[config.mk]
export PLATFORM = sky130hd
export DESIGN_NAME = stopwatch_ctrl
export DESIGN_NICKNAME = d
export VERILOG_FILES = /design/src/rtl/stopwatch_pkg.sv /design/src/rtl/stopwatch_ctrl_bcd_digit.sv /design/src/rtl/stopwatch_ctrl.sv
export SDC_FILE = /design/constraint.sdc
export NUM_CORES = 1
export LEC_CHECK = 0
export ABC_AREA = 1
export CAP_MARGIN = 20
export CORE_AREA = 2 2 68 70
export DETAILED_ROUTE_END_ITERATION = 10
export DIE_AREA = 0 0 70 72
export PLACE_DENSITY = 0.76
export SYNTH_ARGS = -nofsm -noshare
export SYNTH_HDL_FRONTEND = slang
export SYNTH_HIERARCHICAL = 1
export SYNTH_SLANG_ARGS = --single-unit
[constraint.sdc]
create_clock -name clk_in -period 2.8 [get_ports clk_in]
set_input_delay 0.28 -clock clk_in [delete_from_list [all_inputs] [get_ports clk_in]]
set_output_delay 0.28 -clock clk_in [all_outputs]
set_load 0.02 [all_outputs]
[src/rtl/stopwatch_pkg.sv]
// Shared types and constants for the stopwatch controller.
package stopwatch_pkg;

  localparam int         DIGIT_W = 4;
  localparam logic [3:0] BCD_MAX = 4'd9;

  // 2'b11 is unused; the FSM sends it back to IDLE.
  typedef enum logic [1:0] {
    IDLE  = 2'b00,
    RUN   = 2'b01,
    PAUSE = 2'b10
  } state_t;

endpackage

[src/rtl/stopwatch_ctrl_bcd_digit.sv]
// One decade counter (0..9) with synchronous clear and a ripple-style carry
// that is only asserted while the digit is enabled and sitting at nine.
module bcd_digit
  import stopwatch_pkg::*;
(
  input  logic               clk_in,
  input  logic               rst,
  input  logic               clr,
  input  logic               en,
  output logic [DIGIT_W-1:0] q,
  output logic               carry_out
);

  assign carry_out = en & (q == BCD_MAX);

  // Decade count; any value at or above nine rolls back to zero.
  always_ff @(posedge clk_in or posedge rst) begin
    if (rst) begin
      q <= '0;
    end else if (clr) begin
      q <= '0;
    end else if (en) begin
      q <= (q >= BCD_MAX) ? '0 : q + 4'd1;
    end
  end

endmodule

[src/rtl/stopwatch_ctrl.sv]
// Stopwatch controller: turns rising edges of the divided clock into ticks
// and counts them in cascaded BCD digits under start/stop, clear and lap.
//
//   state | meaning
//   IDLE  | cleared, waiting for the first start
//   RUN   | counting ticks
//   PAUSE | holding the count, waiting for resume
module stopwatch_ctrl
  import stopwatch_pkg::*;
#(
  parameter int NUM_DIGITS = 4
) (
  input  logic                          clk_in,
  input  logic                          rst,
  input  logic                          div_clk,
  input  logic                          start_stop,
  input  logic                          clear,
  input  logic                          lap,
  output logic [DIGIT_W*NUM_DIGITS-1:0] bcd_out,
  output logic                          running,
  output logic                          lap_active,
  output logic                          overflow
);

  logic div_q, div_prev, ss_q, ss_prev, lap_q, lap_prev;
  logic tick, ss_evt, lap_evt;
  state_t state, state_nxt;
  logic [DIGIT_W*NUM_DIGITS-1:0] count, snapshot;
  logic [NUM_DIGITS:0]           en_chain;

  assign tick    = div_q & ~div_prev;
  assign ss_evt  = ss_q & ~ss_prev;
  assign lap_evt = lap_q & ~lap_prev;

  // Two-register rising-edge detectors; a held level yields one event.
  always_ff @(posedge clk_in or posedge rst) begin
    if (rst) begin
      div_q    <= 1'b0;
      div_prev <= 1'b0;
      ss_q     <= 1'b0;
      ss_prev  <= 1'b0;
      lap_q    <= 1'b0;
      lap_prev <= 1'b0;
    end else begin
      div_q    <= div_clk;
      div_prev <= div_q;
      ss_q     <= start_stop;
      ss_prev  <= ss_q;
      lap_q    <= lap;
      lap_prev <= lap_q;
    end
  end

  // State register.
  always_ff @(posedge clk_in or posedge rst) begin
    if (rst) state <= IDLE;
    else     state <= state_nxt;
  end

  // Next-state logic; clear overrides any start/stop event.
  always_comb begin
    state_nxt = state;
    case (state)
      IDLE:    if (ss_evt) state_nxt = RUN;
      RUN:     if (ss_evt) state_nxt = PAUSE;
      PAUSE:   if (ss_evt) state_nxt = RUN;
      default: state_nxt = IDLE;
    endcase
    if (clear) state_nxt = IDLE;
  end

  // Counting uses the current state, so a tick during RUN->PAUSE still counts.
  assign en_chain[0] = (state == RUN) & tick & ~clear;

  for (genvar g = 0; g < NUM_DIGITS; g++) begin : gen_digit
    bcd_digit u_digit (
      .clk_in    (clk_in),
      .rst       (rst),
      .clr       (clear),
      .en        (en_chain[g]),
      .q         (count[g*DIGIT_W +: DIGIT_W]),
      .carry_out (en_chain[g+1])
    );
  end

  // Sticky overflow: set when the top digit carries out.
  always_ff @(posedge clk_in or posedge rst) begin
    if (rst)                       overflow <= 1'b0;
    else if (clear)                overflow <= 1'b0;
    else if (en_chain[NUM_DIGITS]) overflow <= 1'b1;
  end

  // Lap freeze: capture the pre-increment count when freezing in RUN.
  always_ff @(posedge clk_in or posedge rst) begin
    if (rst) begin
      lap_active <= 1'b0;
      snapshot   <= '0;
    end else if (clear) begin
      lap_active <= 1'b0;
    end else if (lap_evt) begin
      if (lap_active) begin
        lap_active <= 1'b0;
      end else if (state == RUN) begin
        lap_active <= 1'b1;
        snapshot   <= count;
      end
    end
  end

  assign bcd_out = lap_active ? snapshot : count;
  assign running = (state == RUN);

endmodule

-- After elaboration in Yosys (flattened, before gate mapping)
Cells that the tools add are included.
- flip-flop bits (word level): 42
- word-level logic and storage cells: 77
- add/sub/neg operators: 4
- $lt $le $gt $ge: 4
- equal/unequal tests: 8
- muxes and demuxes: 23
- bitwise gates (word level): 14
- reductions and logical operators: 10
- operator list (cell ; number):
    $mux W4 ; 12
    $add A4 B1 Y4 const B ; 4
    $eq A4 B4 Y1 const B ; 4
    $ge A4 B4 Y1 const B ; 4
    $mux W16 ; 1
    $reduce_bool A2 Y1 ; 6
    $and A1 B1 Y1 ; 9
    $mux W1 ; 6
    $mux W2 ; 3
    $not A1 Y1 ; 5
    $pmux W2 S2 ; 1
    $reduce_and A4 Y1 ; 1
    $ne A3 B1 Y1 const B ; 1
    $ne A3 B2 Y1 const B ; 1
    $eq A2 B1 Y1 const B ; 1
    $eq A2 B2 Y1 const B ; 1
    $logic_not A2 Y1 ; 1
    $reduce_and A2 Y1 ; 1
    $reduce_or A2 Y1 ; 1

-- Depth between registers and ports, before layout
- depth after elaboration: 10
- gate-level depth with buffers: 17
- depth with buffers taken out: 15

-- By module
Netlist, hierarchy kept.
- modules (own cells, without submodules) (module ; instances ; cells an instance ; area an instance (µm²) ; seq. area each (µm²)):
    stopwatch_ctrl ; 1 ; 155 ; 1233.7 ; 650.6
    bcd_digit ; 4 ; 34 ; 261.5 ; 100.1

-- Worst setup path before layout
OpenSTA, ideal clock, no wires.
- path type: reg-to-reg
- start point: reg state[1]
- end point: reg gen_digit[3].u_digit.q[3]
- setup time: 0.117 ns
- data arrival time: 2.199 ns
- required time: 2.683 ns
- slack: 0.484 ns
- cell stages (with the launch flop): 17
- path buffers: 2
- period minus slack after synthesis: 2.316 ns
- cells stage by stage: dfrtp_1 -> inv_1 -> nand2_2 -> nor2_4 -> buf_6 -> buf_6 -> nand2_1 -> nor2_2 -> nand2_1 -> nor3_1 -> nand2_1 -> nor3_1 -> nand2_1 -> nor3_1 -> or2_4 -> or2_0 -> nand2_1
- cells in the longest elaborated chain, start to end: 7
- ends and longest elaborated chain (element ; RTL line ; RTL):
    from (decl) ; stopwatch_ctrl.sv:27 ; state_t state, state_nxt;
    from (signal assigned) ; stopwatch_ctrl.sv:57 ; else state <= state_nxt;
    $eq A2 B1 Y1 ; stopwatch_ctrl.sv:73 ; assign en_chain[0] = (state == RUN) & tick & ~clear;
    $and A1 B1 Y1 (2 in a row) ; stopwatch_ctrl.sv:73 ;
    net en_chain[0] ; stopwatch_ctrl.sv:29 ; logic [NUM_DIGITS:0] en_chain;
    $and A1 B1 Y1 ; stopwatch_ctrl_bcd_digit.sv:14 ; assign carry_out = en & (q == BCD_MAX);
    net en_chain[1] ; stopwatch_ctrl.sv:29 ;
    $and A1 B1 Y1 ; stopwatch_ctrl_bcd_digit.sv:14 ;
    net en_chain[2] ; stopwatch_ctrl.sv:29 ;
    $and A1 B1 Y1 ; stopwatch_ctrl_bcd_digit.sv:14 ;
    net en_chain[3] ; stopwatch_ctrl.sv:29 ;
    $reduce_bool A2 Y1 (no line) ; - ;
    to (signal assigned) ; stopwatch_ctrl_bcd_digit.sv:23 ; q <= (q >= BCD_MAX) ? '0 : q + 4'd1;
    to (decl) ; stopwatch_ctrl_bcd_digit.sv:10 ; output logic [DIGIT_W-1:0] q,
The timed path passes the listed nets, and every way through them passes these cells.
A chain may end at the register's enable or synchronous reset.

-- Worst setup path after layout
- start point: reg state[1]
- end point: reg gen_digit[3].u_digit.q[0]
The elaborated chain is that of the path after synthesis.

==> impl_metrics.toml <==
[critical_path]
r2r-start = "state[1]"
path_common_cell = "nand2_1"
cp-startpoint = "state[1]"
start_kind = "flip-flop"
criticalPathCategory = "reg2reg"
cp_slowest_cell = "dfrtp_1"
critPathBufInv = 2
path_cells = "inv_1 > nand2_2 > nor2_4 > nand2_1 > nor2_2 > nand2_1 > nor3_1 > nand2_1 > nor3_1 > nand2_1 > nor3_2 > inv_1 > nor2_1 > nand3_1 > o21ai_0"
crit_arrival_ns = 2.57
worstPathMaxFanout = 3
slowest_delay_ns = 0.38
required_ns = 3.02
cp_top_family = "simple AND/OR/NAND/NOR gates"
worst_setup_path_end_kind = "flip-flop"

[power]
power_density_mw_per_mm2 = 419
leakagePower_nw = 1.37
ir_drop_uv = 362

[die]
rows = 24
ios = 25
fp.dieArea_sq_mm = 0.00504
die_y_um = 72
start_util_pct = 53.5
die_x_um = 70
coreArea_sq_mm = 0.00426

[route]
drt_iter0_drc = 123
drc = 0
ant_nets = 0
routed_wl_um = 5100
first_pass_iters = 4
vias = 1955
avgViaCountPerCell = 5.26
detail_route.wl_per_cell_um = 13.7

[cells_and_area]
insertedDiodeCount = 0
area_growth_syn_to_layout_pct = 16.4
drive_gt1_share_pct = 7.50
n_fill_cell = 403
fin_nets = 337
mostFrequentLayoutCells = "115 x nand2_1, 42 x dfrtp_1, 35 x nand3_1"
final_common_cell = "nand2_1"

[yosys]
ys_ff_latch = 42
syn_avg_cell_area_sq_um = 7.83
ys_seq_area_share_pct = 46.1
synth_fp_nets = 309
yosysTopAreaCell = "dfrtp_1"
synth_top_area_share_pct = 46.1
syn_inst = 291
yosys_warnings = 6
synthesis.area_sq_mm = 0.00228
synth_area_leaders = "dfrtp_1 46%, nand2_1 19%, nand3_1 7.7%"
synth.distinct_cells = 21

[sta]
worstMarginPinSlew_ns = 0.528
rsz0062_at_grt = "false"
slew_headroom_pct = 64.8
fin_crit_sh_pct = 83.9
fin_crit_ns = 2.35
max_freq_ghz = 0.426
setup_tns_ns = 0
fin_skew_ns = 0.00618
timing.hold.ws_ns = 0.309
drv_slew = 0
setup_viol = 0
hold_viol = 0

[run]
maxCapViolCount = 0

[clocking]
worstSkewPairLatency_ns = 0.30
root_buffer = "clkbuf_8"
cts_buffer_depth = 2
h-tree-depth = 2
cts_tree = "built"
cts.clk_slew.worst_paths_ns = 0.08
numCtsBuffers = 5
cts.sinks = 42

[placed_design]
hpwl_um = 3540
portBuffers = 24
gp_congestion = 0.945

[global_routing]
grt_pass1_wl_um = 8800
grt_start_max_net_pins = 27
groute.usage.overall_pct = 22.4
grt_overflow = 0
antenna_found_initial = 0
grt_pass1_vias = 1890

[status]
outcome = "completed"

[hold_path]
min-delay-path-class = "in2async"
[per-layer routing]
metal / GRT usage, % / routed length [um] / vias to the layer above
met1: 28.9 / 2240 / 916
met3: 4.03 / 289 / 8
met5: 0 / 0 / -
met4: 8.76 / 84 / 0
li1: - / - / 974
met2: 38.0 / 2490 / 57
[final cells by class]
cell class	instances	area (sq um)	share of cell area [%]
multi-input cells	216	1070	40.5
flip-flops and latches	42	1050	39.6
repair buffers	28	270	10.2
inverters	26	97.6	3.68
clock buffers	6	82.6	3.11
well taps	52	65.1	2.45
clock inverters	2	12.5	0.472
[metrics by stage]
| stage | util (%) | area [sq um] | std cells | setup slack, ns | total power [mW] |
|---|---|---|---|---|---|
| after detailed placement | 59.9 | 2550 | 364 | 0.136 | 0.710 |
| after floorplan | - | 2280 | 291 | 0.484 | 0.681 |
| after CTS | 62.1 | 2650 | 372 | 0.368 | 1.12 |
| final | 62.2 | 2650 | 372 | 0.450 | 1.11 |
| after global routing | 62.2 | 2650 | 372 | 0.0893 | 1.16 |
| after global placement | 59.9 | 2550 | 364 | 0.287 | 0.708 |
[synth_stat cells (all sizes together)]
| master | instances |
|---|---|
| nor2 | 15 |
| or2 | 8 |
| nand3 | 35 |
| buf | 7 |
| a21oi | 12 |
| dfrtp | 42 |
| nand2 | 118 |
| nand4 | 4 |
| nor3 | 4 |
| o21ai | 8 |
| inv | 26 |
| ha | 12 |
[worst register-to-register path: stages (launching register included)]
cell and delay (ns):
dfrtp_1 0.38, inv_1 0.06, nand2_2 0.09, nor2_4 0.10, nand2_1 0.07, nor2_2 0.13
nand2_1 0.06, nor3_1 0.26, nand2_1 0.09, nor3_1 0.27, nand2_1 0.12, nor3_2 0.20
inv_1 0.06, nor2_1 0.17, nand3_1 0.11, o21ai_0 0.09
[state kept, by name, indices dropped and copies added, names as in the netlist]
name / cells
lap_prev: 1
gen_digit.u_digit/q: 16
div_q: 1
state: 2
overflow: 1
ss_q: 1
ss_prev: 1
lap_q: 1
div_prev: 1
snapshot: 16
lap_active: 1
[where the power goes]
part | internal, mW | switching [mW]
combinational | 0.0250 | 0.0486
clock | 0.198 | 0.218
sequential | 0.615 | 0.00736
total | 0.838 | 0.274
[path summary, 6_finish.rpt]
kind                                             end  slack (ns)  depth (start not counted)
setup / recovery           gen_digit[3].u_digit/q[0]        0.45                         15
hold / removal             gen_digit[3].u_digit/q[2]        0.31                          2
setup reg to reg           gen_digit[3].u_digit/q[0]        0.45                         15
hold reg to reg                             lap_prev        0.41                          0
max in group asynchronous                snapshot[6]        2.05                          3
min in group clk_in                         lap_prev        0.41                          0
[kinds of logic after synthesis]
family | count (synthesis) | share of synthesized area, %
flops | 42 | 46.1
fa+ha+maj | 12 | 6.59
buf+inv | 33 | 7.03
simple gates | 184 | 35.9
compound gates | 20 | 4.39
[repair_timing]
item,4_1_cts,5_1_grt
hold buffers,0,0
endpoints found under the setup margin,0,1
setup buffers,0,0
resized for setup,0,1
Power figures use the tool's default switching activity.
